===== src/rtl/spi_master_ctrl.sv =====
// ----------------------------------------------------------------------------
// spi_master_ctrl
// Mode-0 SPI master that runs one WIDTH-bit transfer per accepted command to
// one of N_SLAVES slaves sharing SCLK/MOSI/MISO. Slaves are selected through
// an encoded SS bus in which the value N_SLAVES means "nobody selected".
//
// Ports
//   clk, rst       system clock (rising edge), asynchronous active-low reset
//   cmd_valid/ready command handshake; cmd_ready is decoded from state
//   cmd_slave      target slave index (>= N_SLAVES is rejected)
//   cmd_data       word to transmit, MSB first
//   rsp_valid      one-cycle strobe when a command completes
//   rsp_data       word captured from MISO, held until the next strobe
//   rsp_err        qualifies rsp_valid: command rejected, bus untouched
//   busy           high whenever the controller is not idle
//   SCLK/MOSI/MISO SPI bus, SCLK idles low
//   SS             encoded slave select
// ----------------------------------------------------------------------------
module spi_master_ctrl #(
    parameter int unsigned WIDTH    = 8,
    parameter int unsigned N_SLAVES = 4,
    parameter int unsigned CLK_DIV  = 4,
    parameter int unsigned SS_W     = $clog2(N_SLAVES + 1)
) (
    input  logic             clk,
    input  logic             rst,
    input  logic             cmd_valid,
    output logic             cmd_ready,
    input  logic [SS_W-1:0]  cmd_slave,
    input  logic [WIDTH-1:0] cmd_data,
    output logic             rsp_valid,
    output logic [WIDTH-1:0] rsp_data,
    output logic             rsp_err,
    output logic             busy,
    output logic             SCLK,
    output logic             MOSI,
    input  logic             MISO,
    output logic [SS_W-1:0]  SS
);

    localparam int unsigned DIV_W = (CLK_DIV > 1) ? $clog2(CLK_DIV) : 1;
    localparam int unsigned BIT_W = $clog2(WIDTH);

    localparam logic [DIV_W-1:0] DIV_LAST = DIV_W'(CLK_DIV - 1);
    localparam logic [BIT_W-1:0] BIT_LAST = BIT_W'(WIDTH - 1);
    localparam logic [SS_W-1:0]  SS_NONE  = SS_W'(N_SLAVES);

    localparam logic [2:0] IDLE  = 3'd0;
    localparam logic [2:0] ERR   = 3'd1;
    localparam logic [2:0] SETUP = 3'd2;
    localparam logic [2:0] SHIFT = 3'd3;
    localparam logic [2:0] HOLD  = 3'd4;
    localparam logic [2:0] DONE  = 3'd5;

    logic [2:0]       state_q,     state_d;
    logic [DIV_W-1:0] div_q,       div_d;
    logic [BIT_W-1:0] bit_q,       bit_d;
    logic [WIDTH-1:0] tx_q,        tx_d;
    logic [WIDTH-1:0] rx_q,        rx_d;
    logic             sclk_q,      sclk_d;
    logic             mosi_q,      mosi_d;
    logic [SS_W-1:0]  ss_q,        ss_d;
    logic             rsp_valid_q, rsp_valid_d;
    logic             rsp_err_q,   rsp_err_d;
    logic [WIDTH-1:0] rsp_data_q,  rsp_data_d;
    logic             busy_q,      busy_d;

    // Only combinational output: readiness is a pure decode of the state.
    assign cmd_ready = (state_q == IDLE);

    assign SCLK      = sclk_q;
    assign MOSI      = mosi_q;
    assign SS        = ss_q;
    assign rsp_valid = rsp_valid_q;
    assign rsp_err   = rsp_err_q;
    assign rsp_data  = rsp_data_q;
    assign busy      = busy_q;

    // State and output registers.
    always_ff @(posedge clk or negedge rst) begin
        if (!rst) begin
            state_q     <= IDLE;
            div_q       <= '0;
            bit_q       <= '0;
            tx_q        <= '0;
            rx_q        <= '0;
            sclk_q      <= 1'b0;
            mosi_q      <= 1'b0;
            ss_q        <= SS_NONE;
            rsp_valid_q <= 1'b0;
            rsp_err_q   <= 1'b0;
            rsp_data_q  <= '0;
            busy_q      <= 1'b0;
        end else begin
            state_q     <= state_d;
            div_q       <= div_d;
            bit_q       <= bit_d;
            tx_q        <= tx_d;
            rx_q        <= rx_d;
            sclk_q      <= sclk_d;
            mosi_q      <= mosi_d;
            ss_q        <= ss_d;
            rsp_valid_q <= rsp_valid_d;
            rsp_err_q   <= rsp_err_d;
            rsp_data_q  <= rsp_data_d;
            busy_q      <= busy_d;
        end
    end

    // Next-state and next-output logic.
    always_comb begin
        state_d     = state_q;
        div_d       = div_q;
        bit_d       = bit_q;
        tx_d        = tx_q;
        rx_d        = rx_q;
        sclk_d      = sclk_q;
        mosi_d      = mosi_q;
        ss_d        = ss_q;
        rsp_valid_d = 1'b0;
        rsp_err_d   = rsp_err_q;
        rsp_data_d  = rsp_data_q;

        case (state_q)
            IDLE: begin
                if (cmd_valid) begin
                    if (cmd_slave < SS_NONE) begin
                        state_d = SETUP;
                        ss_d    = cmd_slave;
                        sclk_d  = 1'b0;
                        div_d   = '0;
                        bit_d   = '0;
                        // MSB goes straight onto MOSI; tx holds the rest left-aligned.
                        mosi_d  = cmd_data[WIDTH-1];
                        tx_d    = {cmd_data[WIDTH-2:0], 1'b0};
                    end else begin
                        state_d = ERR;
                    end
                end
            end

            ERR: begin
                rsp_valid_d = 1'b1;
                rsp_err_d   = 1'b1;
                state_d     = IDLE;
            end

            SETUP: begin
                if (div_q == DIV_LAST) begin
                    div_d   = '0;
                    sclk_d  = 1'b1;
                    state_d = SHIFT;
                end else begin
                    div_d = div_q + DIV_W'(1);
                end
            end

            SHIFT: begin
                if (div_q != DIV_LAST) begin
                    div_d = div_q + DIV_W'(1);
                end else begin
                    div_d = '0;
                    if (sclk_q) begin
                        // End of high phase: capture MISO, drop SCLK, advance MOSI.
                        rx_d   = {rx_q[WIDTH-2:0], MISO};
                        sclk_d = 1'b0;
                        if (bit_q != BIT_LAST) begin
                            mosi_d = tx_q[WIDTH-1];
                            tx_d   = {tx_q[WIDTH-2:0], 1'b0};
                        end
                    end else if (bit_q == BIT_LAST) begin
                        state_d = HOLD;
                    end else begin
                        bit_d  = bit_q + BIT_W'(1);
                        sclk_d = 1'b1;
                    end
                end
            end

            HOLD: begin
                if (div_q == DIV_LAST) begin
                    div_d   = '0;
                    ss_d    = SS_NONE;
                    state_d = DONE;
                end else begin
                    div_d = div_q + DIV_W'(1);
                end
            end

            DONE: begin
                rsp_valid_d = 1'b1;
                rsp_err_d   = 1'b0;
                rsp_data_d  = rx_q;
                state_d     = IDLE;
            end

            default: begin
                state_d = IDLE;
                ss_d    = SS_NONE;
                sclk_d  = 1'b0;
            end
        endcase

        busy_d = (state_d != IDLE);
    end

endmodule


===== config.mk =====
export PLATFORM = sky130hd
export DESIGN_NAME = spi_master_ctrl
export DESIGN_NICKNAME = d
export VERILOG_FILES = /design/src/rtl/spi_master_ctrl.sv
export SDC_FILE = /design/constraint.sdc
export NUM_CORES = 1
export LEC_CHECK = 0
export CAP_MARGIN = 20
export CORE_MARGIN = 2
export CORE_UTILIZATION = 51
export DETAILED_ROUTE_END_ITERATION = 8
export PLACE_DENSITY_LB_ADDON = 0.05
export RECOVER_POWER = 100
export SYNTH_ARGS = -nofsm -noshare
export SYNTH_HDL_FRONTEND = slang
export SYNTH_SLANG_ARGS = --single-unit
export TNS_END_PERCENT = 1

===== constraint.sdc =====
create_clock -name clk -period 2.35 [get_ports clk]
set_clock_uncertainty 0.2 [all_clocks]
set_input_delay 0.47 -clock clk [delete_from_list [all_inputs] [get_ports clk]]
set_output_delay 0.47 -clock clk [all_outputs]
set_load 0.01 [all_outputs]

==> flow_metrics.env <==
export IMPL_cp_start_kind="flop"
export IMPL_placed_area_mm2=0.00215
export IMPL_vdd_ir_drop_max_v=0.000460
export IMPL_slew_headroom_pct=57.5
export IMPL_core_area_mm2=0.00334
export IMPL_grt_util_all_layers_pct=18.7
export IMPL_syn_area_per_cell_um2=12.8
export IMPL_finalPower_w=0.00110
export IMPL_vias=1215
export IMPL_nNetsFinal=200
export IMPL_rsz0062_at_grt="no"
export IMPL_fin_area_mm2=0.00223
export IMPL_worst_path_dominant_cell_family="buffers and inverters"
export IMPL_multi_input_comb_area_um2=739
export IMPL_max_stage_delay_ns=0.56
export IMPL_layout_min_cycle_time_ns=2.26
export IMPL_h_tree_depth=2
export IMPL_max_cap_violations=0
export IMPL_synthCells=139
export IMPL_cp_num_buf_inv=1
export IMPL_hold_viol=0
export IMPL_fin_crit_sh_pct=96.2
export IMPL_max_clock_path_buffers=2
export IMPL_diodes=0
export IMPL_drv_slew=0
export IMPL_critPathKind="flop to output pin"
export IMPL_portBuffers=31
export IMPL_drt_pass1_iter_count=2
export IMPL_required_ns=1.68
export IMPL_root_buffer="clkbuf_4"
export IMPL_ff_latch_area_um2=981
export IMPL_die_y_um=63.0
export IMPL_final_util_pct=67.0
export IMPL_ant_nets=0
export IMPL_nFillCells=292
export IMPL_synthesis_area_mm2=0.00177
export IMPL_cts_clk_slew_worst_paths_ns=0.13
export IMPL_gp_congestion=0.819
export IMPL_die_w_um=63.0
export IMPL_avgViaCountPerCell=5.31
export IMPL_clock_latency_ns=0.35
export IMPL_place_inst=216
export IMPL_tightest_slew_ns=0.638
export IMPL_dp_slack_ns=-0.0430
export IMPL_worstPathArrival_ns=1.59
export IMPL_grt_pass1_vias=1298
export IMPL_wl_per_cell_um=14.2
export IMPL_ys_warnings_count=0
export IMPL_cts_buffers=5
export IMPL_hold_path_class="flop to flop"
export IMPL_grt_overflow_total=0
export IMPL_synth_seq_cells=39
export IMPL_p_per_area_mw_per_mm2=491
export IMPL_cts_tree="built"
export IMPL_drc=0
export IMPL_yosysSeqAreaShare_pct=55.1
export IMPL_drt_iter0_drc=65
export IMPL_cts_sinks=39
export IMPL_ioPinCount=32
export IMPL_drive_gt1_share_pct=29.5
export IMPL_grt_pass1_wl_um=5720
export IMPL_crit_path_cell_trace="nor3_1, clkdlybuf4s50_1"
export IMPL_rows=21
export IMPL_antenna_found_initial=0
export IMPL_grt_max_degree=28
export IMPL_worst_path_max_delay_cell="clkdlybuf4s50_1"
export IMPL_critPathMaxFanout=11
export IMPL_initial_core_util_pct=53.2
export IMPL_status="finished, final reports clean"
export IMPL_area_delta_synth_final_pct=26.0
export IMPL_worst_slack_ns=0.0893
export IMPL_die_area_mm2=0.00397
export IMPL_crit_path_end_kind="output pin"
export IMPL_fin_cells=229
export IMPL_synth_nets=157
export IMPL_routed_wirelength_um=3250
export IMPL_place_hpwl_um=2380
export IMPL_fmax_mhz=442
export IMPL_p_leak_nw=1.06
export IMPL_setup_viol=0
export IMPL_ys_types=34
final cells by class:
cell class              instances  share of cell area [%]
flip-flops and latches         39                    43.9
multi-input cells              90                    33.1
repair buffers                 43                    17.1
well taps                      46                    2.58
clock buffers                   5                    1.68
clock inverters                 3                    1.12
inverters                       3                   0.504
power by group:
group | switching (W) | leakage (nW) | internal, W | total [W]
Combinational | 0.0000222 | 0.551 | 0.0000324 | 0.0000546
Clock | 0.000237 | 0.0314 | 0.000120 | 0.000357
Sequential | 0.00000585 | 0.481 | 0.000679 | 0.000685
cells in the final DEF (no fill, tap or decap):
master / n
a211oi_1: 2
a21o_1: 1
a21oi_1: 4
a221oi_1: 1
a22o_1: 6
a22oi_1: 1
and2b_1: 1
buf_2: 1
buf_4: 4
clkbuf_1: 4
clkbuf_4: 8
clkdlybuf4s50_1: 13
clkinv_4: 2
clkinvlp_4: 1
dfrtp_1: 35
dfrtp_2: 3
dfstp_2: 1
dlygate4sd3_1: 18
ha_1: 3
inv_1: 3
mux2_2: 32
mux2i_1: 1
nand2_1: 5
nand2_2: 1
nand3_1: 3
nand4b_1: 1
nor2_1: 5
nor2b_1: 1
nor3_1: 3
nor3b_1: 1
nor4bb_1: 1
o21a_1: 2
o21ai_0: 9
o21ai_2: 1
o22ai_1: 2
or2_0: 1
or4b_1: 1
xor2_1: 1
final timing paths:
kind                       cells past startpoint                       to            startpoint  slack (ns)
max                                            2                cmd_ready  state_q[1]$_DFF_PN0_        0.09
max in group asynchronous                      3        SS[2]$_DFFE_PN1P_                   rst        0.77
min in group asynchronous                      2  rsp_data[0]$_DFFE_PN0N_                   rst        0.46
min                                            1      rsp_err$_DFFE_PN0P_   rsp_err$_DFFE_PN0P_        0.31
min reg2reg                                    1      rsp_err$_DFFE_PN0P_   rsp_err$_DFFE_PN0P_        0.31
max reg2reg                                    5      tx_q[2]$_DFFE_PN0P_  state_q[0]$_DFF_PN0_        0.18
registers in the layout, summed over array words and instances (netlist names), 2 cells and up:
signal and count:
rx_q 8, tx_q 7, div_q 2, SS 3, state_q 3, rsp_data 8, bit_q 3
per-layer routing:
layer  vias to the layer above  global-route usage, %  wire [um]
met3                         6                   6.85        125
met4                         0                   5.83         51
met1                       598                   21.4       1410
li1                        589                      -          -
met2                        22                   32.4       1660
met5                         -                      0          0
cells by family after synthesis:
| logic type | count (synthesis) | synth area share (%) |
|---|---|---|
| AND/OR/NAND/NOR | 24 | 7.55 |
| AO/OA/AOI/OAI | 29 | 11.2 |
| flip-flops | 39 | 55.1 |
| multiplexers | 33 | 20.9 |
| buffers and inverters | 10 | 2.68 |
| XOR/XNOR | 1 | 0.494 |
| adder cells (fa/ha/maj) | 3 | 2.12 |
what timing repair did:
action	4_1_cts	5_1_grt
endpoints found under the setup margin	0	1
buffers inserted	0	4
gates resized for setup	0	3
endpoints found under the hold margin	25	0
hold buffers	1	0
metrics by stage:
stage / hold slack (ns) / TNS, ns
after detailed placement: 0.284 / -0.212
after floorplan: -0.0256 / 0
after CTS: 0.318 / 0
after global placement: 0.273 / -0.0905
after global routing: 0.326 / 0
final: 0.306 / 0
cell usage after synthesis (all sizes together):
library cell,number,area [um2]
nor3,3,15.0
nand3,3,15.0
dfrtp,38,951
xor2,1,8.76
mux2,32,360
or2,1,6.26
o22ai,2,18.8
ha,3,37.5
a211oi,2,15.0
a21o,1,7.51
nor4bb,1,10.0
o21ai,10,53.8
a221oi,1,8.76
a21oi,4,20.0
clkbuf,2,7.51
nor2b,1,6.26
o21a,2,15.0
nor3b,1,7.51
nand4b,1,8.76
nand2,6,25.0
buf,5,28.8
and2b,1,7.51
inv,3,11.3
or4b,1,13.8
dfstp,1,26.3
nor2,5,18.8
mux2i,1,10.0
a22oi,1,7.51
a22o,6,52.6
No activity file was read; power rests on OpenSTA's default activity.
